[config.mk]
export PLATFORM = sky130hd
export DESIGN_NAME = uart_rx_flat
export DESIGN_NICKNAME = d
export VERILOG_FILES = /design/src/rtl/uart_rx_if.sv /design/src/rtl/uart_rx.sv /design/src/flat_wrapper.sv
export SDC_FILE = /design/constraint.sdc
export NUM_CORES = 1
export LEC_CHECK = 0
export ABC_AREA = 1
export BUFFER_PORTS_ARGS = -buffer_cell sky130_fd_sc_hd__buf_4
export CORE_MARGIN = 1
export CORE_UTILIZATION = 64
export CTS_BUF_LIST = sky130_fd_sc_hd__clkbuf_8
export CTS_CLUSTER_DIAMETER = 120
export DETAILED_ROUTE_END_ITERATION = 10
export PLACE_DENSITY = 0.86
export SYNTH_ARGS = -nofsm -noshare
export SYNTH_HDL_FRONTEND = slang
export SYNTH_SLANG_ARGS = --single-unit
export TNS_END_PERCENT = 20
[constraint.sdc]
create_clock -name clk -period 3.3 [get_ports clk]
set_input_delay 0.66 -clock clk [delete_from_list [all_inputs] [get_ports clk]]
set_output_delay 0.66 -clock clk [all_outputs]
set_load 0.1 [all_outputs]
[src/rtl/uart_rx_if.sv]
// Byte-side and line-side signals of the UART receiver, bundled for port grouping.
// The master modport is the receiver itself; the slave modport is the line driver and consumer.
interface uart_rx_if;
  logic       rx;
  logic [7:0] data;
  logic       valid;
  logic       ready;
  logic       frame_err;
  logic       overrun;

  modport master (
    input  rx,
    input  ready,
    output data,
    output valid,
    output frame_err,
    output overrun
  );

  modport slave (
    output rx,
    output ready,
    input  data,
    input  valid,
    input  frame_err,
    input  overrun
  );
endinterface

[src/rtl/uart_rx.sv]
// UART receiver: 8N1 framing, mid-bit sampling with an integer divider,
// valid/ready byte handoff with framing-error and overrun pulses.
module uart_rx #(
  parameter int CLKS_PER_BIT = 10
) (
  input  logic       clk,
  input  logic       rst_n,
  uart_rx_if.master  bus
);

  localparam int CW = $clog2(CLKS_PER_BIT);
  localparam logic [CW-1:0] HALF_M1 = CW'(CLKS_PER_BIT / 2 - 1);
  localparam logic [CW-1:0] FULL_M1 = CW'(CLKS_PER_BIT - 1);

  typedef enum logic [2:0] {
    IDLE  = 3'd0,
    START = 3'd1,
    DATA  = 3'd2,
    STOP  = 3'd3,
    BRK   = 3'd4
  } state_t;

  state_t        state_r;
  logic [1:0]    sync_r;
  logic          rx_s;
  logic [CW-1:0] cnt_r;
  logic [2:0]    bit_idx_r;
  logic [7:0]    shift_r;
  logic [7:0]    data_r;
  logic          valid_r;
  logic          frame_err_r;
  logic          overrun_r;

  // Two-flop synchronizer for the asynchronous line; resets to the idle level.
  always_ff @(posedge clk or negedge rst_n) begin
    if (!rst_n) begin
      sync_r <= 2'b11;
    end else begin
      sync_r <= {sync_r[0], bus.rx};
    end
  end

  assign rx_s = sync_r[1];

  // Receive FSM, shift register and registered handshake/pulse outputs.
  always_ff @(posedge clk or negedge rst_n) begin
    if (!rst_n) begin
      state_r     <= IDLE;
      cnt_r       <= '0;
      bit_idx_r   <= 3'd0;
      shift_r     <= 8'h00;
      data_r      <= 8'h00;
      valid_r     <= 1'b0;
      frame_err_r <= 1'b0;
      overrun_r   <= 1'b0;
    end else begin
      frame_err_r <= 1'b0;
      overrun_r   <= 1'b0;
      // Consumption; a delivery on the same edge overrides this below.
      if (valid_r && bus.ready) begin
        valid_r <= 1'b0;
      end else begin
        valid_r <= valid_r;
      end

      case (state_r)
        IDLE: begin
          cnt_r <= '0;
          if (!rx_s) begin
            state_r <= START;
          end else begin
            state_r <= IDLE;
          end
        end

        START: begin
          if (cnt_r == HALF_M1) begin
            cnt_r     <= '0;
            bit_idx_r <= 3'd0;
            // A start bit that is gone by mid-bit is a glitch: drop silently.
            if (rx_s) begin
              state_r <= IDLE;
            end else begin
              state_r <= DATA;
            end
          end else begin
            cnt_r <= cnt_r + 1'b1;
          end
        end

        DATA: begin
          if (cnt_r == FULL_M1) begin
            cnt_r   <= '0;
            shift_r <= {rx_s, shift_r[7:1]};
            if (bit_idx_r == 3'd7) begin
              state_r <= STOP;
            end else begin
              bit_idx_r <= bit_idx_r + 1'b1;
            end
          end else begin
            cnt_r <= cnt_r + 1'b1;
          end
        end

        STOP: begin
          if (cnt_r == FULL_M1) begin
            cnt_r <= '0;
            if (rx_s) begin
              state_r <= IDLE;
              if (!valid_r || bus.ready) begin
                data_r  <= shift_r;
                valid_r <= 1'b1;
              end else begin
                overrun_r <= 1'b1;
              end
            end else begin
              frame_err_r <= 1'b1;
              state_r     <= BRK;
            end
          end else begin
            cnt_r <= cnt_r + 1'b1;
          end
        end

        BRK: begin
          cnt_r <= '0;
          if (rx_s) begin
            state_r <= IDLE;
          end else begin
            state_r <= BRK;
          end
        end

        default: begin
          state_r <= IDLE;
          cnt_r   <= '0;
        end
      endcase
    end
  end

  assign bus.data      = data_r;
  assign bus.valid     = valid_r;
  assign bus.frame_err = frame_err_r;
  assign bus.overrun   = overrun_r;

endmodule

[src/flat_wrapper.sv]
// flat-port wrapper written by rule: the top's interface ports become plain ports
module uart_rx_flat 
#(
  parameter int CLKS_PER_BIT = 10
)
  (clk, rst_n, bus_rx, bus_ready, bus_data, bus_valid, bus_frame_err, bus_overrun);
  uart_rx_if bus_i ();
  input  logic clk;
  input  logic rst_n;
  input wire logic [$bits(bus_i.rx)-1:0] bus_rx;
  input wire logic [$bits(bus_i.ready)-1:0] bus_ready;
  output wire logic [$bits(bus_i.data)-1:0] bus_data;
  output wire logic [$bits(bus_i.valid)-1:0] bus_valid;
  output wire logic [$bits(bus_i.frame_err)-1:0] bus_frame_err;
  output wire logic [$bits(bus_i.overrun)-1:0] bus_overrun;
  assign bus_i.rx = bus_rx;
  assign bus_i.ready = bus_ready;
  assign bus_data = bus_i.data;
  assign bus_valid = bus_i.valid;
  assign bus_frame_err = bus_i.frame_err;
  assign bus_overrun = bus_i.overrun;
  uart_rx #(.CLKS_PER_BIT(CLKS_PER_BIT)) u_core (.clk(clk), .rst_n(rst_n), .bus(bus_i));
endmodule
=== Yosys cells after proc, flatten, opt, wreduce, memory -nomap -nowiden ===
Cells that the tools add are included.
Widths: inputs -> output; s select.

* Add/subtract/negate cells: 2
* $mul: 0
* Divide/modulo/power cells: 0
* $lt $le $gt $ge: 0
* Equality and inequality tests: 12
* Shift operators: 0
* Muxes and demuxes: 27
* Bitwise operators: 0
* Reduce and logical (&&, ||, !) cells: 10

{| class="wikitable"
|+ Operator list
! cell !! count
|-
| $mux 3 || 8
|-
| $pmux 3 s5 || 1
|-
| $mux 1 || 13
|-
| $reduce_and 4->1 || 3
|-
| $mux 4 || 2
|-
| $ne 2x1->1 const B || 4
|-
| $pmux 4 s2 || 1
|-
| $eq 3x2->1 const B || 2
|-
| $eq 3x3->1 const B || 2
|-
| $pmux 3 s2 || 1
|-
| $add 4x1->4 const B || 1
|-
| $eq 4x3->1 const B || 1
|-
| $eq 4x4->1 const B || 1
|-
| $add 3x1->3 const B || 1
|-
| $eq 3x1->1 const B || 1
|-
| $logic_not 3->1 || 1
|-
| $mux 2 || 1
|-
| $ne 2x2->1 const B || 1
|-
| $reduce_and 2->1 || 1
|-
| $reduce_bool 2->1 || 1
|-
| $reduce_or 2->1 || 1
|-
| $logic_and 1x1->1 || 1
|-
| $logic_not 1->1 || 1
|-
| $logic_or 1x1->1 || 1
|}

* Bits in registers: 31
* Bits in latches: 0
* Memory bits (writable): 0
* ROM bits: 0
* Input port bits: 4
* Word-level logic and storage cells: 60
* Memories: 0

=== Longest topological paths before layout ===
* Depth in word-level cells: 6
* Gate-level depth with buffers: 8

=== Worst setup path after synthesis ===
No wires, ideal clock.

* Path type: register to register
* Start: register u_core.valid_r, in the netlist u_core.bus.valid
* End: register u_core.data_r[5], in the netlist u_core.bus.data[5]
* Library setup time: 0.074 ns
* Data arrival time: 1.574 ns
* Data required time: 3.226 ns
* Slack: 1.652 ns
* Stages on the path, launching flop included: 8
* Buffers on the path: 1
* Cell sequence: dfrtp_1 -> inv_1 -> nor2_1 -> inv_1 -> nand4_4 -> buf_6 -> nand2_2 -> o21ai_2

* Word-level cells in the longest chain between the ends: 3

{| class="wikitable"
|+ Ends and longest elaborated chain
! what !! RTL line !! RTL
|-
| start, declared || uart_rx.sv:30 || <nowiki>logic valid_r;</nowiki>
|-
| start signal, assigned || uart_rx.sv:63 || <nowiki>valid_r <= valid_r;</nowiki>
|-
| $logic_not 1->1 || uart_rx.sv:110 || <nowiki>if (!valid_r || bus.ready) begin</nowiki>
|-
| $logic_or 1x1->1 || uart_rx.sv:110 ||
|-
| $reduce_and 4->1 (no source line) || n/a ||
|-
| end signal, assigned || uart_rx.sv:111 || <nowiki>data_r <= shift_r;</nowiki>
|-
| end, declared || uart_rx.sv:29 || <nowiki>logic [7:0] data_r;</nowiki>
|}

Every way passes these cells.
A chain may end at the register's enable or synchronous reset.

=== Worst setup path in the final report ===
* Start: register u_core.data_r[6], in the netlist u_core.bus.data[6]
* End: output port bus_data[6]

{| class="wikitable"
|+ RTL lines
! what !! RTL line !! RTL
|-
| end, declared || flat_wrapper.sv:12 || <nowiki>output wire logic [$bits(bus_i.data)-1:0] bus_data;</nowiki>
|}

No word-level cell between the ends.

==> reports/qor.txt <==
Vias in the first global route = 1,067
Starting Density = 0.711
Max incr delay on CP = 0.36 ns
Post-route cell area = 1670 µm²
Die width = 49.9 µm
Sequential power share = 0.448
Final setup violation count = 0
Largest net degree at the start of global routing = 32
Share of layout cells above drive strength 1 = 0.243
CTS buffer count = 5
Worst setup margin = 1.70 ns
Root Buffer = clkbuf_8
Clock Pin Slew Worst Setup and Hold Paths = 0.06 ns
Max rail drop VDD = 0.000682 V
Ant diodes = 0
Final GP Congestion = 0.965
Area growth syn-to-layout = 13.9%
DRT Pass-1 Iters = 4
Vias = 1,081
Die area = 2490 µm²
Internal reg-to-reg setup slack = 1.72 ns
H-Tree Level Count = 2
Routed len/inst = 12.7 µm
Fin Setup TNS = 0 ns
Count of final hold-check violations = 0
Yosys warns = 0
CTS tree = done
Status = complete, no violations
First-pass GRT wire length = 4460 µm
Initial antenna violation count = 0
Sequential-to-total area share from yosys stat = 0.531
Core area = 2060 µm²
Syn Area/Cell = 9.28 µm²
Dpl ws = 1.70 ns
Drc violations = 0
Grt ovf = 0
Relative slew margins = 0.751
Final antenna-violating net count = 0
Worst-Skew Late Latency = 0.28 ns
Tot GR Track Use = 0.249
Clock skew = 0.00424 ns
WP data arrival = 0.94 ns
CP endpoint kind = primary output
Period utilization = 0.485
Switch share = 0.341
Worst path slowest cell = dfrtp_1
Worst-Margin Slew = 0.374 ns
#FFs+latches synth = 31
Max Freq = 624 MHz
Post-DP HPWL = 1830 µm
CP top delay family = flip-flops
Part of the power in combinational logic = 0.263
Post-layout minimum cycle time = 1.60 ns
Area post-placement = 1580 µm²
Clk pwr share = 0.288
Synthesized Nets = 167
PD cells = 603 nW/µm²
CP Buf/Inv Count = 1
RSZ-0062 raised after global routing = no
Post-synthesis cell count = 158
Reported max-cap violation count = 0
Setup crit start kind = register
Hold WC Path Type = in -> async
Initial DRC Count = 27
Post-Syn Area = 1470 µm²
Setup bufs post-CTS = 0
Placed Cells = 197
Post-CTS Resized = 0
Internal Power = 664 µW
Critical setup path kind = reg -> out
Post-Layout Cell Count = 204
CTS Hold Buffers Added = 0
Synth unique cells = 22
Std-Cell Rows = 16
Max clock buf depth = 2
Clk sinks = 31
DR vias/cell = 5.30
Critical path cell sequence = buf_4
Fin nets = 186
Data required time at the worst endpoint = 2.64 ns
Max-slew violations = 0
Critical path peak fanout = 2
Static Leak = 0.000817 µW
Final Util = 0.810
Die Span Y = 49.9 µm
Ports = 15
Total net switching power = 343 µW
Routed WL = 2590 µm
Port buffer count = 14
[sequential cells by signal, indices dropped and copies added, names as in the netlist]
| register | flops |
|---|---|
| u_core.bus.data | 8 |
| u_core.cnt_r | 4 |
| u_core.sync_r | 2 |
| u_core.bit_idx_r | 3 |
| u_core.bus.overrun | 1 |
| u_core.bus.valid | 1 |
| u_core.bus.frame_err | 1 |
| u_core.state_r | 3 |
| u_core.shift_r | 8 |
[stage by stage]
step	hold WS [ns]	total power (µW)
after global placement	0.346	704
after CTS	0.312	1020
after global routing	0.333	1070
after detailed placement	0.354	716
after floorplan	0.345	655
final	0.297	1010
[final cells by class]
| type | count | area [µm²] |
|---|---|---|
| inverter | 25 | 93.8 |
| clock inverter | 1 | 5.00 |
| tap | 27 | 33.8 |
| timing repair buffer | 14 | 105 |
| fill | 134 | 392 |
| sequential | 31 | 778 |
| clock buffer | 6 | 82.6 |
| multi-input combinational | 100 | 572 |
[cells in the mapped netlist (all sizes together)]
cell / number / area (µm²)
nor2: 18 / 92.6
nand2: 36 / 145
inv: 25 / 93.8
nand4: 1 / 21.3
xor2: 1 / 8.76
nand3: 15 / 80.1
ha: 5 / 62.6
o21ai: 17 / 115
o21bai: 2 / 15.0
buf: 2 / 22.5
a211oi: 1 / 7.51
xnor2: 1 / 8.76
nor3: 3 / 15.0
dfrtp: 29 / 726
dfstp: 2 / 52.6
[logic make-up (layout without fill, tap and decap cells)]
logic type               Yosys count  after routing  synth area share
XOR/XNOR                           2              2            0.0119
flip-flops                        31             31             0.531
AND/OR/NAND/NOR                   73             73             0.241
adder cells (fa/ha/maj)            5              5            0.0427
AO/OA/AOI/OAI                     20             20            0.0939
buffers and inverters             27             46            0.0794
[cell usage in the layout, fill, tap and decap left out, types with 3 or more instances in the layout]
master | netlist | final
inv_1 | 23 | 23
ha_1 | 5 | 5
o21ai_1 | 8 | 8
nand2_2 | 4 | 4
nor2_4 | 3 | 3
nand2_1 | 32 | 32
buf_4 | 0 | 14
o21ai_2 | 8 | 8
nor2_1 | 14 | 14
dfrtp_1 | 29 | 29
nor3_1 | 3 | 3
nand3_1 | 14 | 14
clkbuf_8 | 0 | 6
[power by group through the flow]
stage	clock (µW)	sequential, µW	combinational (µW)
floorplan	0	449	206
global route	312	457	302
finish	291	452	265
CTS	299	452	267
detailed placement	0	459	258
global placement	0	455	248
[path summary, 6_finish.rpt]
kind                                                start                               to  depth (start not counted)
max                        u_core.bus.data[6]$_DFFE_PN0P_                      bus_data[6]                          1
min                                                 rst_n  u_core.bit_idx_r[2]$_DFFE_PN0P_                          1
max reg2reg                     u_core.cnt_r[1]$_DFF_PN0_   u_core.bus.data[0]$_DFFE_PN0P_                          7
min reg2reg                    u_core.sync_r[0]$_DFF_PN1_       u_core.sync_r[1]$_DFF_PN1_                          0
max in group asynchronous                           rst_n       u_core.sync_r[0]$_DFF_PN1_                          1
min in group clk               u_core.sync_r[0]$_DFF_PN1_       u_core.sync_r[1]$_DFF_PN1_                          0
[routing by layer]
metal,vias up,routed length [µm],share of wire,track usage
met5,-,0,0,0
met4,0,35,0.014,0.0857
met3,5,93,0.036,0.0926
met2,18,1330,0.51,0.435
met1,522,1130,0.44,0.275
li1,536,-,-,-
No activity file was read; power rests on OpenSTA's default activity.
